===== src/rtl/reg_bus_master_if.sv =====
// Host byte streams plus the 6-bit-address register bus, bundled for reg_bus_master.
interface reg_bus_master_if;
  logic [7:0]  rx_data;
  logic        rx_valid;
  logic        rx_ready;
  logic [7:0]  tx_data;
  logic        tx_valid;
  logic        tx_ready;
  logic [5:0]  reg_address;
  logic [15:0] reg_bytecnt;
  logic [7:0]  reg_datai;
  logic [7:0]  reg_datao;
  logic [15:0] reg_size;
  logic        reg_read;
  logic        reg_write;
  logic        reg_addrvalid;
  logic [5:0]  reg_hypaddress;
  logic [15:0] reg_hyplen;

  modport master (
    input  rx_data, rx_valid, tx_ready, reg_datao, reg_hyplen,
    output rx_ready, tx_data, tx_valid, reg_address, reg_bytecnt, reg_datai,
           reg_size, reg_read, reg_write, reg_addrvalid, reg_hypaddress
  );

  modport slave (
    output rx_data, rx_valid, tx_ready, reg_datao, reg_hyplen,
    input  rx_ready, tx_data, tx_valid, reg_address, reg_bytecnt, reg_datai,
           reg_size, reg_read, reg_write, reg_addrvalid, reg_hypaddress
  );
endinterface


===== src/rtl/reg_bus_master.sv =====
// Register bus initiator: decodes {rw,0,addr} / len_lo / len_hi [/ data...] host commands into reg_* strobes.
// Optional mid-command abort timer enabled by defining REG_MASTER_TIMEOUT_EN.
//  state      | meaning
//  IDLE       | waiting for command byte
//  LEN_LO/HI  | collecting length; zero length falls back to reg_hyplen
//  WR_DATA    | one reg_write per accepted data byte (strobe the cycle after acceptance)
//  RD_ISSUE   | reg_read strobe; RD_WAIT slave latency; RD_CAPTURE latch reg_datao
//  RD_SEND    | holding tx byte until the host accepts it
//  DONE       | closing the transaction, one cycle
module reg_bus_master #(
  parameter int unsigned TIMEOUT_CYCLES = 65535
) (
  input  logic clk,
  input  logic reset_i,
  reg_bus_master_if.master bus,
  output logic busy,
  output logic timeout_o
);

  typedef enum logic [3:0] {
    S_IDLE, S_LEN_LO, S_LEN_HI, S_WR_DATA,
    S_RD_ISSUE, S_RD_WAIT, S_RD_CAPTURE, S_RD_SEND, S_DONE
  } state_t;

  state_t      state_q, state_d;
  logic        rw_q, rw_d;
  logic [5:0]  addr_q, addr_d;
  logic [15:0] len_q, len_d;
  logic [15:0] cnt_q, cnt_d;
  logic [15:0] bytecnt_q, bytecnt_d;
  logic [7:0]  datai_q, datai_d;
  logic        write_q, write_d;
  logic [7:0]  tx_data_q, tx_data_d;
  logic        tx_valid_q, tx_valid_d;
  logic        addrvalid_q, addrvalid_d;
  logic [15:0] size_q, size_d;
  logic        timeout_q, timeout_d;

  logic        rx_ready;
  logic        rx_fire;
  logic        tx_fire;
  logic        timeout_hit;
  logic [15:0] len_full;
  logic [15:0] len_eff;

  assign rx_ready = ~reset_i & ((state_q == S_IDLE) | (state_q == S_LEN_LO) |
                                (state_q == S_LEN_HI) | (state_q == S_WR_DATA));
  assign rx_fire  = bus.rx_valid & rx_ready;
  assign tx_fire  = tx_valid_q & bus.tx_ready;
  assign len_full = {bus.rx_data, len_q[7:0]};
  assign len_eff  = (len_full == 16'd0) ? bus.reg_hyplen : len_full;

`ifdef REG_MASTER_TIMEOUT_EN
  localparam logic [15:0] TO_LAST = 16'(TIMEOUT_CYCLES - 1);
  logic [15:0] idle_cnt_q, idle_cnt_d;

  assign timeout_hit = (state_q != S_IDLE) & ~rx_fire & ~tx_fire & (idle_cnt_q == TO_LAST);

  always_comb begin
    idle_cnt_d = idle_cnt_q + 16'd1;
    if ((state_q == S_IDLE) || rx_fire || tx_fire || timeout_hit) idle_cnt_d = 16'd0;
  end

  always_ff @(posedge clk) begin
    if (reset_i) idle_cnt_q <= 16'd0;
    else         idle_cnt_q <= idle_cnt_d;
  end
`else
  logic unused_timeout_cycles;
  assign unused_timeout_cycles = ^TIMEOUT_CYCLES;
  assign timeout_hit = 1'b0;
`endif

  always_comb begin
    state_d     = state_q;
    rw_d        = rw_q;
    addr_d      = addr_q;
    len_d       = len_q;
    cnt_d       = cnt_q;
    bytecnt_d   = bytecnt_q;
    datai_d     = datai_q;
    write_d     = 1'b0;
    tx_data_d   = tx_data_q;
    tx_valid_d  = tx_valid_q;
    addrvalid_d = addrvalid_q;
    size_d      = size_q;
    timeout_d   = 1'b0;

    case (state_q)
      S_IDLE: begin
        if (rx_fire) begin
          rw_d    = bus.rx_data[7];
          addr_d  = bus.rx_data[5:0];
          state_d = S_LEN_LO;
        end
      end
      S_LEN_LO: begin
        if (rx_fire) begin
          len_d   = {8'h00, bus.rx_data};
          state_d = S_LEN_HI;
        end
      end
      S_LEN_HI: begin
        if (rx_fire) begin
          len_d     = len_eff;
          cnt_d     = 16'd0;
          bytecnt_d = 16'd0;
          if (len_eff == 16'd0) begin
            state_d = S_DONE;
          end else begin
            size_d      = len_eff;
            addrvalid_d = 1'b1;
            state_d     = rw_q ? S_RD_ISSUE : S_WR_DATA;
          end
        end
      end
      S_WR_DATA: begin
        // The last strobe lands in DONE, while reg_addrvalid is still high.
        if (rx_fire) begin
          write_d   = 1'b1;
          datai_d   = bus.rx_data;
          bytecnt_d = cnt_q;
          cnt_d     = cnt_q + 16'd1;
          if (cnt_q == len_q - 16'd1) state_d = S_DONE;
        end
      end
      S_RD_ISSUE:   state_d = S_RD_WAIT;
      S_RD_WAIT:    state_d = S_RD_CAPTURE;
      S_RD_CAPTURE: begin
        tx_data_d  = bus.reg_datao;
        tx_valid_d = 1'b1;
        state_d    = S_RD_SEND;
      end
      S_RD_SEND: begin
        if (tx_fire) begin
          tx_valid_d = 1'b0;
          if (bytecnt_q == len_q - 16'd1) begin
            state_d = S_DONE;
          end else begin
            bytecnt_d = bytecnt_q + 16'd1;
            state_d   = S_RD_ISSUE;
          end
        end
      end
      S_DONE: begin
        addrvalid_d = 1'b0;
        size_d      = 16'd0;
        state_d     = S_IDLE;
      end
      default: state_d = S_IDLE;
    endcase

    if (timeout_hit) begin
      state_d     = S_IDLE;
      write_d     = 1'b0;
      tx_valid_d  = 1'b0;
      addrvalid_d = 1'b0;
      size_d      = 16'd0;
      timeout_d   = 1'b1;
    end
  end

  always_ff @(posedge clk) begin
    if (reset_i) begin
      state_q     <= S_IDLE;
      rw_q        <= 1'b0;
      addr_q      <= 6'd0;
      len_q       <= 16'd0;
      cnt_q       <= 16'd0;
      bytecnt_q   <= 16'd0;
      datai_q     <= 8'd0;
      write_q     <= 1'b0;
      tx_data_q   <= 8'd0;
      tx_valid_q  <= 1'b0;
      addrvalid_q <= 1'b0;
      size_q      <= 16'd0;
      timeout_q   <= 1'b0;
    end else begin
      state_q     <= state_d;
      rw_q        <= rw_d;
      addr_q      <= addr_d;
      len_q       <= len_d;
      cnt_q       <= cnt_d;
      bytecnt_q   <= bytecnt_d;
      datai_q     <= datai_d;
      write_q     <= write_d;
      tx_data_q   <= tx_data_d;
      tx_valid_q  <= tx_valid_d;
      addrvalid_q <= addrvalid_d;
      size_q      <= size_d;
      timeout_q   <= timeout_d;
    end
  end

  assign bus.rx_ready       = rx_ready;
  assign bus.tx_data        = tx_data_q;
  assign bus.tx_valid       = tx_valid_q;
  assign bus.reg_address    = addr_q;
  assign bus.reg_hypaddress = addr_q;
  assign bus.reg_bytecnt    = bytecnt_q;
  assign bus.reg_datai      = datai_q;
  assign bus.reg_size       = size_q;
  assign bus.reg_write      = write_q;
  assign bus.reg_read       = (state_q == S_RD_ISSUE);
  assign bus.reg_addrvalid  = addrvalid_q;
  assign busy               = (state_q != S_IDLE);
  assign timeout_o          = timeout_q;

endmodule


===== src/flat_wrapper.sv =====
// flat-port wrapper written by rule: the top's interface ports become plain ports
module reg_bus_master_flat 
#(
  parameter int unsigned TIMEOUT_CYCLES = 65535
)
  (clk, reset_i, busy, timeout_o, bus_rx_data, bus_rx_valid, bus_tx_ready, bus_reg_datao, bus_reg_hyplen, bus_rx_ready, bus_tx_data, bus_tx_valid, bus_reg_address, bus_reg_bytecnt, bus_reg_datai, bus_reg_size, bus_reg_read, bus_reg_write, bus_reg_addrvalid, bus_reg_hypaddress);
  reg_bus_master_if bus_i ();
  input  logic clk;
  input  logic reset_i;
  output logic busy;
  output logic timeout_o;
  input wire logic [$bits(bus_i.rx_data)-1:0] bus_rx_data;
  input wire logic [$bits(bus_i.rx_valid)-1:0] bus_rx_valid;
  input wire logic [$bits(bus_i.tx_ready)-1:0] bus_tx_ready;
  input wire logic [$bits(bus_i.reg_datao)-1:0] bus_reg_datao;
  input wire logic [$bits(bus_i.reg_hyplen)-1:0] bus_reg_hyplen;
  output wire logic [$bits(bus_i.rx_ready)-1:0] bus_rx_ready;
  output wire logic [$bits(bus_i.tx_data)-1:0] bus_tx_data;
  output wire logic [$bits(bus_i.tx_valid)-1:0] bus_tx_valid;
  output wire logic [$bits(bus_i.reg_address)-1:0] bus_reg_address;
  output wire logic [$bits(bus_i.reg_bytecnt)-1:0] bus_reg_bytecnt;
  output wire logic [$bits(bus_i.reg_datai)-1:0] bus_reg_datai;
  output wire logic [$bits(bus_i.reg_size)-1:0] bus_reg_size;
  output wire logic [$bits(bus_i.reg_read)-1:0] bus_reg_read;
  output wire logic [$bits(bus_i.reg_write)-1:0] bus_reg_write;
  output wire logic [$bits(bus_i.reg_addrvalid)-1:0] bus_reg_addrvalid;
  output wire logic [$bits(bus_i.reg_hypaddress)-1:0] bus_reg_hypaddress;
  assign bus_i.rx_data = bus_rx_data;
  assign bus_i.rx_valid = bus_rx_valid;
  assign bus_i.tx_ready = bus_tx_ready;
  assign bus_i.reg_datao = bus_reg_datao;
  assign bus_i.reg_hyplen = bus_reg_hyplen;
  assign bus_rx_ready = bus_i.rx_ready;
  assign bus_tx_data = bus_i.tx_data;
  assign bus_tx_valid = bus_i.tx_valid;
  assign bus_reg_address = bus_i.reg_address;
  assign bus_reg_bytecnt = bus_i.reg_bytecnt;
  assign bus_reg_datai = bus_i.reg_datai;
  assign bus_reg_size = bus_i.reg_size;
  assign bus_reg_read = bus_i.reg_read;
  assign bus_reg_write = bus_i.reg_write;
  assign bus_reg_addrvalid = bus_i.reg_addrvalid;
  assign bus_reg_hypaddress = bus_i.reg_hypaddress;
  reg_bus_master #(.TIMEOUT_CYCLES(TIMEOUT_CYCLES)) u_core (.clk(clk), .reset_i(reset_i), .bus(bus_i), .busy(busy), .timeout_o(timeout_o));
endmodule

===== config.mk =====
export PLATFORM = sky130hd
export DESIGN_NAME = reg_bus_master_flat
export DESIGN_NICKNAME = d
export VERILOG_FILES = /design/src/rtl/reg_bus_master_if.sv /design/src/rtl/reg_bus_master.sv /design/src/flat_wrapper.sv
export SDC_FILE = /design/constraint.sdc
export NUM_CORES = 1
export LEC_CHECK = 0
export ABC_AREA = 1
export CORE_ASPECT_RATIO = 0.5
export CORE_UTILIZATION = 25
export CTS_CLUSTER_SIZE = 24
export DETAILED_ROUTE_END_ITERATION = 8
export PLACE_DENSITY = 0.4
export SYNTH_ARGS = -nofsm -noshare
export SYNTH_HDL_FRONTEND = slang
export SYNTH_SLANG_ARGS = --single-unit

===== constraint.sdc =====
create_clock -name clk -period 2.57 [get_ports clk]
set_input_delay 0.6425 -clock clk [delete_from_list [all_inputs] [get_ports clk]]
set_output_delay 0.6425 -clock clk [all_outputs]
set_load 0.005 [all_outputs]

==> run metrics, run 1 <==
CTS tree=done; fin cells=1339; Post-DP Area=7380 um2; Avg Cell Area, Syn=6.36 um2; top cells by count, synth=nand2_1 (227), nor2_1 (125), dfxtp_1 (94); total chip power=around 3.7 mW; # placed instances=1320; global route total overflow=0; H-Tree Depth=3; post-layout min period=2.42 ns; All-Layer GR Usage=0.187; io pins=103; top-area cell type share of the netlist area=0.340; Multi-input gate area=3280 um2; vias in the first global route=roughly 5700; Ys Warns=0; Hold Path End=u_core.bus.reg_size[15]$_SDFFE_PP0P_; antenna violations before repair=0; CP required=2.84 ns; fill cell count=2418; Die Area=22800 um2; CP arrival=about 2.7 ns; worst skew pair latency=0.37 ns; Max Slew Vio Count=0; MaxCap Viol Count=0; count of cell types in the netlist=39; min-delay src=u_core.bus.reg_size[15]$_SDFFE_PP0P_; fin util=0.363; share of cells above drive strength 1=0.166; highest net fanout along the worst path=7; WL/cell=between 15 and 20 um; via-per-instance ratio=between 4 and 5; total wire length=20.4 mm; status=finished clean; power density cells=473 nW/um2; Initial Util=0.255; R2R Path Start=u_core.len_q[0]$_SDFFE_PP0P_; dominant cells by area after synthesis=dfxtp_1 (34%), nand2_1 (15%), nor2_1 (8.5%), nand3_1 (8.1%), inv_1 (6.1%); Routability Congestion=0.870; Gate Count Post-Synth=around 870; Setup crit end kind=flip-flop; Initial DRT Pass Iterations=7; Die Width=212 um; final non-filler cell area=7880 um2; Syn-to-layout area delta=42.3%; fin nets=1073; Antenna diodes=0; hold path depth=2; r2r setup slk=around 0.20 ns; Synth Flop Type=dfxtp_1; share of flip-flops with an asynchronous set or reset=0; peak supply drop=0.290 mV; WS Path Type=in -> reg; largest net degree at the start of global routing=42; core box area=around 22000 um2; CTS Hold Bufs=0; Clock Sinks=94; Reg clk slew, reported paths=0.07 ns; CTS buffer count=9; Netlist Area Pre-Place=5540 um2; Detail Placement HPWL=16.0 mm; routed via count=5997; end of the worst register-to-register path=u_core.bus.reg_bytecnt[3]$_SDFFE_PP0P_; leading area contributor after synthesis=dfxtp_1; clk_skew=0.00710 ns; Seq/Total Area, Yosys=0.340; fmax=413 MHz; Post-synth EDFFs=0; Storage cell area=1880 um2; setup violators final=0; Final Hold Fails=0; die height=107 um; Rel. slew slack=0.645; leakage power=3.29 nW; CTS max path bufs=2; root buf cell=clkbuf_16; Remaining DRCs=0; R2R depth=17; Syn Nets=910; Seq cells post-synth=94; first-pass GRT wire length=32.1 mm; slew of the pin with the lowest slew margin=0.532 ns; antenna-violating nets left=0; Hold WC Path Type=reg -> reg; Tcrit/Tclk final=0.942; most frequent cell after synthesis=nand2_1; Cell Rows=38; initial DRC count=343; Critical Path Source Type=input port; count of port buffers added during placement=between 100 and 150
## kinds of logic after synthesis
family          after synthesis  share of synthesized area
xor+xnor                      7                     0.0111
fa+ha+maj                     3                    0.00678
simple gates                498                      0.396
flops                        94                      0.340
buf+inv                     122                     0.0929
other cells                   1                   0.000677
compound gates              146                      0.153
## critical path: stages
cell	delay [ns]
clkdlybuf4s50_1	0.47
inv_2	0.12
nand3_2	0.10
nor2_4	0.20
nand2_4	0.11
inv_4	0.10
nand2_1	0.05
nand2_1	0.07
nor2_1	0.04
nand2_1	0.11
nor2_2	0.07
a21oi_4	0.23
nor2_8	0.06
buf_12	0.13
nand2_1	0.05
nand2_1	0.04
nand2_1	0.05
inv_1	0.04
## routing by layer
layer | part of all wire | track usage | vias to the layer above
met4 | 0.0088 | 0.0334 | 0
li1 | - | - | 3143
met3 | 0.035 | 0.0425 | 13
met1 | 0.54 | 0.278 | 2755
met2 | 0.42 | 0.271 | 86
met5 | 0 | 0 | -
## where the power goes
| part | internal (mW) | total (mW) | leakage (nW) | switching (mW) |
|---|---|---|---|---|
| Combinational | 0.302 | 0.684 | 2.37 | 0.382 |
| Clock | 0.887 | 1.53 | 0.159 | 0.648 |
| Sequential | 1.48 | 1.51 | 0.760 | 0.0304 |
| Total | 2.67 | 3.73 | 3.29 | 1.06 |
## repair_timing
action	4_1_cts	5_1_grt
setup buffers	0	2
endpoints found under the setup margin	3	39
gates resized for setup	2	36
pin swaps	0	11
gates cloned	0	1
## flip-flops by register name, indices dropped and copies added, names as in the netlist
name / cells
u_core.bus.tx_data: 8
u_core.bus.reg_datai: 8
u_core.bus.reg_size: 16
u_core.bus.reg_addrvalid: 1
u_core.bus.tx_valid: 1
u_core.cnt_q: 16
u_core.state_q: 4
u_core.bus.reg_address: 6
u_core.len_q: 16
u_core.rw_q: 1
u_core.bus.reg_write: 1
u_core.bus.reg_bytecnt: 16
## metrics by stage
stage	worst slack [ns]	hold slack (ns)	TNS, ns
after floorplan	0.291	0.443	0
after global placement	-0.290	0.452	-5.72
after detailed placement	-0.321	0.456	-6.13
after CTS	0.0361	0.472	0
after global routing	-0.0300	0.487	-0.0883
final	0.150	0.471	0
## worst max path at each step
stage	slack, ns	to	start
after floorplan	0.29	u_core.bus.reg_size[2]$_SDFFE_PP0P_	u_core.len_q[0]$_SDFFE_PP0P_
after global placement	-0.29	u_core.bus.reg_addrvalid$_SDFFE_PP0P_	bus_rx_data[0]
after detailed placement	-0.32	u_core.bus.reg_size[4]$_SDFFE_PP0P_	bus_rx_data[0]
after CTS	0.04	bus_reg_read	u_core.state_q[2]$_SDFFE_PP0P_
after global routing	-0.03	u_core.bus.reg_bytecnt[7]$_SDFFE_PP0P_	u_core.len_q[4]$_SDFFE_PP0P_
final	0.15	u_core.bus.reg_addrvalid$_SDFFE_PP0P_	bus_rx_data[5]
## cell type report
type	instances	share of cell area
Multi-Input combinational cell	656	0.416
Clock buffer	10	0.0303
Tap cell	300	0.0476
Sequential cell	94	0.239
Timing Repair Buffer	179	0.209
Clock inverter	6	0.0119
Inverter	94	0.0456
## placed cells by master, fill, tap and decap left out, types with 3 or more instances in the layout
cell type	n
nand2_1	226
nor2_1	112
clkdlybuf4s50_1	98
dfxtp_1	93
inv_1	87
nand3_1	86
buf_4	73
a21oi_1	56
o21ai_0	55
nor2_2	18
nand2_2	15
nor2_4	11
nor3_1	10
a21oi_2	10
clkbuf_16	9
a221oi_1	8
o22ai_1	6
nand3_2	4
xor2_1	4
a211oi_1	4
buf_12	4
inv_2	3
nor4_1	3
nand2_4	3
nand4_1	3
xnor2_1	3
Note: power is estimated with default switching activity, not from simulation.
==> run 2: changes to the inputs <==
--- a/config.mk
+++ b/config.mk
@@ -7,10 +7,10 @@
 export LEC_CHECK = 0
 export ABC_AREA = 1
 export CORE_ASPECT_RATIO = 0.5
-export CORE_UTILIZATION = 25
+export CORE_UTILIZATION = 53
 export CTS_CLUSTER_SIZE = 24
 export DETAILED_ROUTE_END_ITERATION = 8
-export PLACE_DENSITY = 0.4
+export PLACE_DENSITY = 0.77
 export SYNTH_ARGS = -nofsm -noshare
 export SYNTH_HDL_FRONTEND = slang
 export SYNTH_SLANG_ARGS = --single-unit
==> run 2 against run 1 <==
  * Non-clock buffer count decreased by 18
  * Clock skew increased by 0.0014 ns
  * Worst setup slack got worse by 0.020 ns
  * Highest routed layer unchanged
==> run metrics, run 2 (synthesis gave the netlist of run 1 again) <==
routed via count=about 6300; Detail Placement HPWL=13.4 mm; root buf cell=clkbuf_16; most used cell, CP=nand2_1; worst skew pair latency=0.35 ns; Rel. slew slack=0.564; CP peak stage delay=0.43 ns; fin nets=around 1100; setup violators final=0; R2R depth=14; fin cells=between 1000 and 1500; unrepaired setup endpoints after global routing=true; Routability Congestion=0.915; cell depth of the worst setup path=18; highest net fanout along the worst path=8; Worst path slowest cell=clkdlybuf4s50_1; antenna violations before repair=0; CTS Hold Bufs=0; hold path depth=2; Reg clk slew, reported paths=roughly 0.070 ns; Final Hold Fails=0; Die Area=10900 um2; Critical Path Source Type=input port; CP delay by family, top=simple AND/OR/NAND/NOR gates; Clock Sinks=94; core box area=9790 um2; via-per-instance ratio=5.44; pre-CTS WS=-0.205 ns; Remaining DRCs=0; # placed instances=1136; clk_skew=between 0.008 and 0.009 ns; Initial DRT Pass Iterations=6; setup ws final=0.130 ns; share of cells above drive strength 1=0.143; most frequent cells in the layout=nand2_1 (223), nor2_1 (116), clkdlybuf4s50_1 (99); antenna-violating nets left=0; Antenna diodes=0; slew of the pin with the lowest slew margin=0.649 ns; largest net degree at the start of global routing=42; Syn-to-layout area delta=34.5%; peak supply drop=between 0.3 and 0.4 mV; Die Width=147 um; CTS tree=done; io pins=103; Cell Rows=25; most common cell after layout, fill and taps aside=nand2_1; Buf+Inv Stages, Crit Path=4; total wire length=17.7 mm; Initial Util=0.565; post-layout min period=between 2 and 2.5 ns; All-Layer GR Usage=0.326; fill cell count=~830; H-Tree Depth=3; Setup crit end kind=flip-flop; CTS max path bufs=2; initial DRC count=just over 500; die height=about 74 um; WS Path Type=in -> reg; fmax=410 MHz; MaxCap Viol Count=0; leakage power=3.14 nW; status=finished clean; CP required=2.82 ns; power density cells=~460 nW/um2; Tcrit/Tclk final=0.949; vias in the first global route=5703; WL/cell=approximately 15 um; global route total overflow=0; worst path cell trace=clkdlybuf4s50_1, nor2_1, nand3_2, nor2_4, nand2_4, inv_4, nand2_1, nand2_1, nor2_1, nand2_1, nor2_4, a21oi_4, nor2_8, buf_12, nand2_1, nand2_1, nand2_1, inv_1; Hold WC Path Type=reg -> reg; Max Slew Vio Count=0; first-pass GRT wire length=27.7 mm; CTS buffer count=9; CP arrival=2.69 ns; count of port buffers added during placement=101
==> run 2: layer usage <==
layer / share of wire / wire, um / global-route usage / vias to the layer above
met4: 0.016 / 289 / 0.106 / 0
met3: 0.088 / 1550 / 0.0755 / 25
met2: 0.43 / 7630 / 0.528 / 251
met1: 0.47 / 8260 / 0.438 / 2900
met5: 0 / 0 / 0 / -
li1: - / - / - / 3119
==> run 2: worst min-delay path, stage by stage (launching register included) <==
cell	delay [ns]
dfxtp_1	0.32
nand2_2	0.07
a21oi_2	0.04
==> run 2: power by group <==
group / total, mW / internal, mW / switching, mW
combinational: 0.648 / 0.284 / 0.365
clock: 1.26 / 0.658 / 0.604
sequential: 1.51 / 1.48 / 0.0307
total: 3.42 / 2.42 / 0.999
==> run 2: through the flow <==
stage / cell area [um2] / power [mW] / TNS (ns) / hold slack, ns / util
after detailed placement: 7010 / 2.15 / -3.92 / 0.454 / 0.716
after floorplan: 5540 / 1.90 / 0 / 0.443 / -
final: 7450 / 3.42 / 0 / 0.467 / 0.761
after global routing: 7450 / 3.54 / -0.0497 / 0.488 / 0.761
after CTS: 7280 / 3.39 / 0 / 0.466 / 0.744
after global placement: 7010 / 2.15 / -1.77 / 0.447 / 0.716
==> run 2: cell type report <==
class                      count  area, um2  area share
inverter                      94        359      0.0482
sequential                    94       1880       0.253
timing repair buffer         161       1500       0.201
multi-input combinational    657       3270       0.439
clock inverter                 5       36.3     0.00487
clock buffer                  11        233      0.0312
tap                          135        169      0.0227
==> run 2: path summary, 6_finish.rpt <==
check,end,startpoint,slack [ns]
setup / recovery,u_core.bus.reg_addrvalid$_SDFFE_PP0P_,bus_rx_data[1],0.13
hold / removal,u_core.bus.reg_size[15]$_SDFFE_PP0P_,u_core.bus.reg_size[15]$_SDFFE_PP0P_,0.47
setup reg to reg,u_core.bus.reg_bytecnt[4]$_SDFFE_PP0P_,u_core.len_q[4]$_SDFFE_PP0P_,0.14
hold reg to reg,u_core.bus.reg_size[15]$_SDFFE_PP0P_,u_core.bus.reg_size[15]$_SDFFE_PP0P_,0.47
==> run 2: repair_timing <==
action,CTS,global route
cloned,0,2
pin swaps,0,12
hold endpoints to repair,0,0
endpoints found under the setup margin,7,23
resized for setup,2,33
setup buffers,0,3
